### config.mk
export PLATFORM = sky130hd
export DESIGN_NAME = piso_serializer
export DESIGN_NICKNAME = d
export VERILOG_FILES = /design/src/rtl/piso_serializer.sv
export SDC_FILE = /design/constraint.sdc
export NUM_CORES = 1
export LEC_CHECK = 0
export ABC_AREA = 1
export BUFFER_PORTS_ARGS = -buffer_cell sky130_fd_sc_hd__buf_2
export CORE_AREA = 2 2 39 41
export DETAILED_ROUTE_END_ITERATION = 8
export DIE_AREA = 0 0 41 43
export GPL_TIMING_DRIVEN = 0
export HOLD_SLACK_MARGIN = 0.03
export SETUP_SLACK_MARGIN = 0.3
export SKIP_LAST_GASP = 1
export SLEW_MARGIN = 10
export SYNTH_ARGS = -nofsm -noshare
export SYNTH_HDL_FRONTEND = slang
export SYNTH_SLANG_ARGS = --single-unit
### constraint.sdc
create_clock -name clk -period 1.1 [get_ports clk]
set_input_delay 0.055 -clock clk [delete_from_list [all_inputs] [get_ports clk]]
set_output_delay 0.055 -clock clk [all_outputs]
set_load 0.05 [all_outputs]
### src/rtl/piso_serializer.sv
// Parallel-in, serial-out converter with valid/ready handshakes on both sides.
// A new word can be accepted in the same cycle the previous word's last bit leaves.
module piso_serializer #(
  parameter int WIDTH     = 4,
  parameter bit LSB_FIRST = 1'b1
) (
  input  logic             clk,
  input  logic             rst,
  input  logic             in_valid,
  output logic             in_ready,
  input  logic [WIDTH-1:0] p_in,
  output logic             s_out,
  output logic             s_valid,
  input  logic             s_ready,
  output logic             s_first,
  output logic             s_last,
  output logic             busy
);

  localparam int CW = $clog2(WIDTH);

  typedef enum logic {
    IDLE  = 1'b0,
    SHIFT = 1'b1
  } state_t;

  state_t           state_q, state_d;
  logic [CW-1:0]    cnt_q, cnt_d;
  logic [WIDTH-1:0] sreg_q, sreg_d;
  logic             last_bit;
  logic             load;

  assign last_bit = (cnt_q == CW'(WIDTH - 1));
  assign in_ready = !rst && ((state_q == IDLE) || ((state_q == SHIFT) && s_ready && last_bit));
  assign load     = in_valid && in_ready;

  always_comb begin
    state_d = state_q;
    cnt_d   = cnt_q;
    sreg_d  = sreg_q;
    if ((state_q == SHIFT) && s_ready) begin
      if (!last_bit) begin
        // Move the next bit toward the output end; vacated bits fill with zero.
        sreg_d = LSB_FIRST ? {1'b0, sreg_q[WIDTH-1:1]} : {sreg_q[WIDTH-2:0], 1'b0};
        cnt_d  = cnt_q + CW'(1);
      end else begin
        state_d = IDLE;
      end
    end
    if (load) begin
      sreg_d  = p_in;
      cnt_d   = '0;
      state_d = SHIFT;
    end
  end

  always_ff @(posedge clk) begin
    if (rst) begin
      state_q <= IDLE;
      cnt_q   <= '0;
      sreg_q  <= '0;
    end else begin
      state_q <= state_d;
      cnt_q   <= cnt_d;
      sreg_q  <= sreg_d;
    end
  end

  assign busy    = (state_q == SHIFT);
  assign s_valid = busy;
  assign s_out   = busy && (LSB_FIRST ? sreg_q[0] : sreg_q[WIDTH-1]);
  assign s_first = busy && (cnt_q == '0);
  assign s_last  = busy && last_bit;

endmodule

# ---- After elaboration in Yosys (flattened, before gate mapping)
# Index checks and enable logic that the tools add are counted.
dict set report op_classes {
  bitwise 2
  reduce_logical 16
  eq_ne 2
  mux 6
  addsub 1
}
# op count
set op_table {}
lappend op_table {{two-way mux 4 bit} 3}
lappend op_table {{logical AND 1 bit} 7}
lappend op_table {{AND reduction 2 bit} 3}
lappend op_table {{nonzero test 2 bit} 2}
lappend op_table {{two-way mux 1 bit} 3}
lappend op_table {{adder 2 x 1 -> 2 bit, second input constant} 1}
lappend op_table {{equality test 2 bit, second input constant} 1}
lappend op_table {{logical NOT 2 bit} 1}
lappend op_table {{inequality test 2 x 1 -> 1 bit, second input constant} 1}
lappend op_table {{inverter 1 bit} 2}
lappend op_table {{OR reduction 2 bit} 1}
lappend op_table {{logical NOT 1 bit} 1}
lappend op_table {{logical OR 1 bit} 1}
dict set report word_totals {
  output_inout_bits 6
  wordCells 30
  ff_bits 7
}

# ---- Longest topological paths before layout
# Gate-level depths: netlist (run 1).
dict set report depth {
  depth_word 7
  depth_mapped 7
  mapped_depth_nobuf 7
}

# ---- Worst setup path after synthesis (run 1)
# Ideal clock, no wire load.
dict set report synth_timing {
  kind {register to register}
  start {reg cnt_q[0]}
  end {reg sreg_q[3]}
  t_required_ps 1029
  slack_ps -718
  stages_incl_launch_ff 6
  path_buffers 0
  arrival_ps 1747
  setup_time_ps 71
  synth_period_minus_slack_ps 1818
  path_cell_list {dfxtp_1 ha_1 nand2_2 a21oi_1 nand3_1 a21oi_1}
}
dict set report synth_between {
  elab_chain_len 7
  word_cells_on_any_way 9
}
# element line
set synth_rtl {}
lappend synth_rtl {{start, declared} 28} ;# logic [CW-1:0] cnt_q, cnt_d;
lappend synth_rtl {{start signal, assigned} 64} ;# cnt_q <= cnt_d;
lappend synth_rtl {{equality test 2 bit (*)} 33} ;# assign last_bit = (cnt_q == CW'(WIDTH - 1));
lappend synth_rtl {{logical AND 1 bit (*)} 34} ;# assign in_ready = !rst && ((state_q == IDLE) || ((state_q == SHIFT) && s_ready && last_bit));
lappend synth_rtl {{logical OR 1 bit (*)} 34}
lappend synth_rtl {{logical AND 1 bit (*)} 34}
lappend synth_rtl {{named net in_ready} 10} ;# output logic in_ready,
lappend synth_rtl {{logical AND 1 bit (*)} 35} ;# assign load = in_valid && in_ready;
lappend synth_rtl {{inequality test 2 x 1 -> 1 bit (no source line) or nonzero test 2 bit (tied branches)} --}
lappend synth_rtl {{AND reduction 2 bit (no source line)} --}
lappend synth_rtl {{end signal, assigned} 65} ;# sreg_q <= sreg_d;
lappend synth_rtl {{end, declared} 29} ;# logic [WIDTH-1:0] sreg_q, sreg_d;
# The timed path passes the listed nets; every way through them passes the cells marked *.
# A chain may end at the register's enable or synchronous reset.

# ---- Worst setup path in the final report (run 1)
dict set report layout_timing {
  start {reg cnt_q[0]}
  end {reg sreg_q[2]}
}
dict set report layout_between {
  elab_chain_len 7
  word_cells_on_any_way 9
}
# element line
set layout_rtl {}
lappend layout_rtl {{equality test 2 bit (*)} 33}
lappend layout_rtl {{logical AND 1 bit} 34}
lappend layout_rtl {{logical OR 1 bit} 34}
lappend layout_rtl {{logical AND 1 bit} 34}
lappend layout_rtl {{logical AND 1 bit} 35}
lappend layout_rtl {{inequality test 2 x 1 -> 1 bit (no source line) or nonzero test 2 bit (tied branches)} --}
lappend layout_rtl {{AND reduction 2 bit (no source line)} --}
# Every way passes the cells marked *; elsewhere a longest branch is shown, timed or not.

==> impl_metrics.tcl, run 1 <==
set metrics [dict create \
    outcome "complete, but fails checks" \
    violations "setup timing" \
    synth_xor_area_frac 0 \
    power.clock.fraction 0.329 \
    area_growth_pct 79.0 \
    clk_latency_ps 250 \
    yosysWarnings 0 \
    place_area_um2 554 \
    ys_ff_latch 7 \
    synth.net_count 69 \
    die_w_um 41 \
    cts_buffers 3 \
    io_pins 14 \
    wl_um 899 \
    cts_root_buf "clkbuf_4" \
    ctsHoldBuffers 0 \
    yosys.area_share.simple 0.381 \
    rsz0062_at_grt "true" \
    syn_inst 59 \
    fin_crit_ps 1190 \
    path_buf_inv 1 \
    tns_ps -673 \
    synth_fa_ha_area_frac 0.0610 \
    netlist_area_um2 410 \
    initial_core_util 0.297 \
    drt_pass1_iterations 4 \
    yosys-mux-area-fraction 0 \
    wl_per_cell_um 9.36 \
    cp_slowest_cell "dfxtp_4" \
    grt_pass1_wl_um 1550 \
    stdcell_area_um2 734 \
    swShare 0.322 \
    grt_usage 0.130 \
    fin_worst_skew_ps 4.74 \
    crit_path_frequent_cell "nand2_1" \
    cp_data_arrival_time_ps 1380 \
    report.final.slew_viol_count 0 \
    io_buffer_count 13 \
    worst_pin_slew_ps 188 \
    final_nets 91 \
    finalWeightedCongestion 0.747 \
    yosys.area.top_type "dfxtp_1" \
    synth.top_cells.by_area "dfxtp_1 34%, nand2_1 15%, a21oi_1 8.5%" \
    cap_violations 0 \
    detailed_place_hpwl_um 622 \
    synth_edf_count 0 \
    setup.worst_path.class "register to register" \
    switchingPower_uw 231 \
    avgSynthCellArea_um2 6.96 \
    p_int_uw 486 \
    fin_ws_ps -93.6 \
    min_period_over_period 1.09 \
    synth_top_family_by_area "simple AND/OR/NAND/NOR gates" \
    clockBufferDepth 2 \
    path_cells "ha_4 > buf_6 > nor2_4 > nand2_1 > nand2_1 > nand2_1 > a21oi_1" \
    rrSetupSlack_ps -90 \
    ir_worst_vdd_v 0.000629 \
    slowest_delay_ps 350 \
    critical-path-top-delay-family "simple AND/OR/NAND/NOR gates" \
    finalHoldViolations 0 \
    rows 14 \
    drive_gt1_frac 0.563 \
    ant_nets 0 \
    drt_drc_violations_left 0 \
    leakagePower_uw 0.000313 \
    cp.required_ps 1290 \
    critPathMaxFanout 7 \
    finalSetupViolations 9 \
    cts_num_sinks 7 \
    grt_max_degree 9 \
    yosysMostFrequentCell "nand2_1" \
    h-tree-depth 1 \
    min_path_type "primary input to register" \
    slew_headroom 0.874 \
    dieHeight_um 43 \
    synthTopCellsByCount "16 x nand2_1, 9 x inv_1, 7 x a21oi_1, 7 x dfxtp_1, 6 x nand3_1" \
    fmax_ghz 0.838 \
    route.vias.total 436 \
    viasPerCell 4.54 \
    tritoncts "yes" \
    combPwrFrac 0.272 \
    cp-start-kind "register" \
    path_clk_slew_ps 50 \
    synth_seq_area_share 0.341 \
    power.density_nw_per_um2 975 \
    synth_top_area_frac 0.341 \
    grt_pass1_vias 396 \
    synth-async-reset-ratio 0 \
    core_um2 1380 \
    synth_compound_area_frac 0.0976 \
    globalRouteOverflowTotal 0 \
    antenna_found_initial 0 \
    dieArea_um2 1760 \
    ys.flop_type "dfxtp_1" \
    p_seq_frac 0.399 \
    end_kind "register" \
    ys_types 13 \
    drt_iter0_markers 3 \
    antennaDiodeCount 0 \
]
## layout by cell type (no fill, tap or decap)
cell        instances
a21oi_1             4
a21oi_2             2
a21oi_4             1
buf_2               7
buf_6               6
buf_8               4
clkbuf_1            1
clkbuf_4            3
clkinvlp_4          3
dfxtp_1             4
dfxtp_4             3
ha_4                2
inv_1               4
inv_2               4
nand2_1            14
nand2_2             2
nand2_4             2
nand2_8             1
nand3_1             4
nand3_2             2
nand3_4             2
nand4_1             3
nor2_4              1
o21ai_1             1
## final cells by class
class | count | area, um^2
timing repair buffer | 16 | 151
sequential | 7 | 151
fill | 132 | 649
multi-input combinational | 41 | 322
tap | 16 | 20.0
clock buffer | 4 | 26.3
buffer | 1 | 11.3
inverter | 11 | 52.6
## power groups by stage
| stage | logic [uW] | registers (uW) | clock network [uW] |
|---|---|---|---|
| finish | 195 | 286 | 236 |
| global route | 211 | 288 | 260 |
| CTS | 192 | 288 | 245 |
| detailed placement | 145 | 290 | 0 |
| global placement | 144 | 290 | 0 |
| floorplan | 95.7 | 297 | 0 |
## metrics by stage
stage	util	instances	hold slack [ps]	power [uW]	setup WS (ps)
floorplan	-	59	114	393	-108
global placement	0.401	88	328	434	-46.6
detailed placement	0.401	88	332	435	-49.8
CTS	0.518	96	63.8	726	-99.9
global route	0.531	96	78.0	758	-175
finish	0.531	96	68.3	716	-93.6
## sequential cells by signal (all words and copies together), names as in the netlist
register and flops:
sreg_q 4, cnt_q 2, busy 1
## final timing paths
path / start / end / depth (start not counted)
worst min register to register: sreg_q[3] / sreg_q[3] / 2
worst min-delay path: rst / busy / 2
worst max-delay path: cnt_q[0] / sreg_q[2] / 7
worst max register to register: cnt_q[0] / sreg_q[2] / 7
## cells by family (layout without fill, tap and decap cells)
logic type | after synthesis | after routing
buffers and inverters | 12 | 32
adder cells (fa/ha/maj) | 2 | 2
AO/OA/AOI/OAI | 8 | 8
AND/OR/NAND/NOR | 30 | 31
flip-flops | 7 | 7
## per-layer routing
metal | wire, um | global-route usage | up-vias
li1 | - | - | 238
met5 | 0 | 0 | -
met1 | 419 | 0.181 | 183
met4 | 23 | 0.0800 | 0
met3 | 35 | 0.0314 | 3
met2 | 421 | 0.172 | 12
## timing repair
action | in CTS | in global routing
setup endpoints to repair | 13 | 13
pin swaps | 3 | 6
cloned | 1 | 0
gates resized for setup | 26 | 6
setup buffers | 3 | 0
## worst register-to-register path, stage by stage, from the launching register on
cell	delay, ps
dfxtp_4	350
ha_4	170
buf_6	120
nor2_4	180
nand2_1	80
nand2_1	70
nand2_1	50
a21oi_1	120
(Power assumes the default switching activity.)
==> inputs of run 2 (changes only) <==
- CELL_PAD_IN_SITES_DETAIL_PLACEMENT: not set -> 1
- CELL_PAD_IN_SITES_GLOBAL_PLACEMENT: not set -> 1
- CORE_AREA: 2 2 39 41 -> not set
- CORE_UTILIZATION: not set -> 28
- DIE_AREA: 0 0 41 43 -> not set
- PLACE_DENSITY: not set -> 0.71
==> impl_metrics.tcl, run 2 (same netlist as run 1, synthesis figures left out) <==
set metrics [dict create \
    dieHeight_um 40.3 \
    fin_crit_ps 1200 \
    core_um2 1330 \
    final_nets 92 \
    cts_buffers 3 \
    grt_busiest_layer "met2" \
    rows 13 \
    cp-start-kind "register" \
    fmax_ghz 0.831 \
    rsz0062_at_grt "true" \
    power.density_nw_per_um2 1010 \
    dieArea_um2 1620 \
    h-tree-depth 1 \
    final_cell_mix "13 x nand2_1, 7 x buf_2, 6 x nand3_1, 5 x a21oi_1" \
    use_met1 0.182 \
    ant_nets 0 \
    ir_worst_vdd_v 0.000583 \
    cp_slowest_cell "dfxtp_4" \
    initial_core_util 0.308 \
    grt_max_degree 9 \
    final_core_util 0.534 \
    finalWeightedCongestion 0.700 \
    mostFrequentLayoutCell "nand2_1" \
    cap_violations 0 \
    wl_per_cell_um 10.6 \
    globalRouteOverflowTotal 0 \
    grt_pass1_vias 394 \
    slew_headroom 0.865 \
    finalSetupViolations 9 \
    slowest_delay_ps 370 \
    cts_root_buf "clkbuf_4" \
    worst_pin_slew_ps 201 \
    place_area_um2 553 \
    p_seq_frac 0.398 \
    drt_pass1_iterations 2 \
    route.vias.total 462 \
    viasPerCell 4.81 \
    path_clk_slew_ps 50 \
    largest_reg_flops 4 \
    detailed_place_hpwl_um 727 \
    drt_drc_violations_left 0 \
    die_w_um 40.3 \
    finalHoldViolations 0 \
    hold_ws_ps 74.8 \
    grt_usage 0.169 \
    setup.worst_path.class "register to output pin" \
    power.clock.fraction 0.328 \
    tns_ps -667 \
    path_cells "ha_4 > nand2_4 > a21oi_4 > buf_6" \
    cts_num_sinks 7 \
    end_kind "output pin" \
    fill_cells 170 \
    antennaDiodeCount 0 \
    clk_latency_ps 250 \
    violations "setup timing" \
    drt_iter0_markers 2 \
    outcome "complete, but fails checks" \
    report.final.slew_viol_count 0 \
    top_register "sreg_q" \
    io_pins 14 \
    min_from "p_in[3]" \
    power_uw 718 \
    combPwrFrac 0.274 \
    min_period_over_period 1.09 \
    fin_worst_skew_ps 4.73 \
    grt_pass1_wl_um 1680 \
    fin_ws_ps -103 \
    min_path_type "primary input to register" \
    drive_gt1_frac 0.543 \
    rr_startpoint "cnt_q[0]" \
    io_buffer_count 13 \
    grt.met3_usage 0.0167 \
    cp-startpoint "cnt_q[0]" \
    clockBufferDepth 2 \
    grt_use_met2 0.278 \
    tritoncts "yes" \
    switchingPower_uw 231 \
    cp_data_arrival_time_ps 1150 \
    leakagePower_uw 0.000312 \
    critPathMaxFanout 3 \
    cp.required_ps 1040 \
    stdcell_area_um2 712 \
    swShare 0.322 \
    wl_um 1020 \
    area_growth_pct 73.5 \
    rrSetupSlack_ps -90 \
    p_int_uw 487 \
    antenna_found_initial 0 \
]
run 2: through the flow:
stage	setup slack [ps]	std cells
2_1_floorplan	-108	59
3_3_place_gp	-51.7	87
3_5_place_dp	-71.3	87
4_1_cts	-101	96
5_1_grt	-163	96
6_report	-103	96
run 2: final timing paths:
path	to	cells after the start
hold / removal	sreg_q[3]	3
setup reg to reg	sreg_q[3]	6
setup / recovery	in_ready	4
hold reg to reg	sreg_q[2]	2
run 2: metal layers:
layer / vias up / share of wire
met3: 4 / 0.040
met5: - / 0
met1: 203 / 0.41
met4: 0 / 0.043
met2: 14 / 0.50
li1: 241 / -
run 2: power by group through the flow:
stage	sequential [uW]	clock [uW]	combinational (uW)
final	286	235	197
after global routing	287	259	214
after CTS	285	247	191
after detailed placement	291	0	147
after global placement	290	0	146
after floorplan	297	0	95.7
run 2: worst max-delay path: cells and delay by family (launching register included):
family	cells	cell delay (ps)
and+or+nand+nor	1	70
adders and majority gates	1	160
buffers and inverters	1	170
DFF	1	370
AOI/OAI and AO/OA	1	130
run 2: area by class of cell:
| class | instances | area [um^2] | share of cell area |
|---|---|---|---|
| multi-input cells | 41 | 307 | 0.431 |
| plain buffers | 1 | 7.51 | 0.0105 |
| well taps | 15 | 18.8 | 0.0264 |
| flip-flops and latches | 7 | 149 | 0.209 |
| inverters | 11 | 52.6 | 0.0738 |
| clock buffers | 4 | 26.3 | 0.0369 |
| repair buffers | 17 | 151 | 0.213 |
run 2: what timing repair did:
action / 4_1_cts / 5_1_grt
hold buffers: 0 / 0
setup endpoints to repair: 13 / 13
pin swaps: 4 / 3
resized for setup: 21 / 5
setup buffers: 4 / 0
gates cloned: 1 / 0
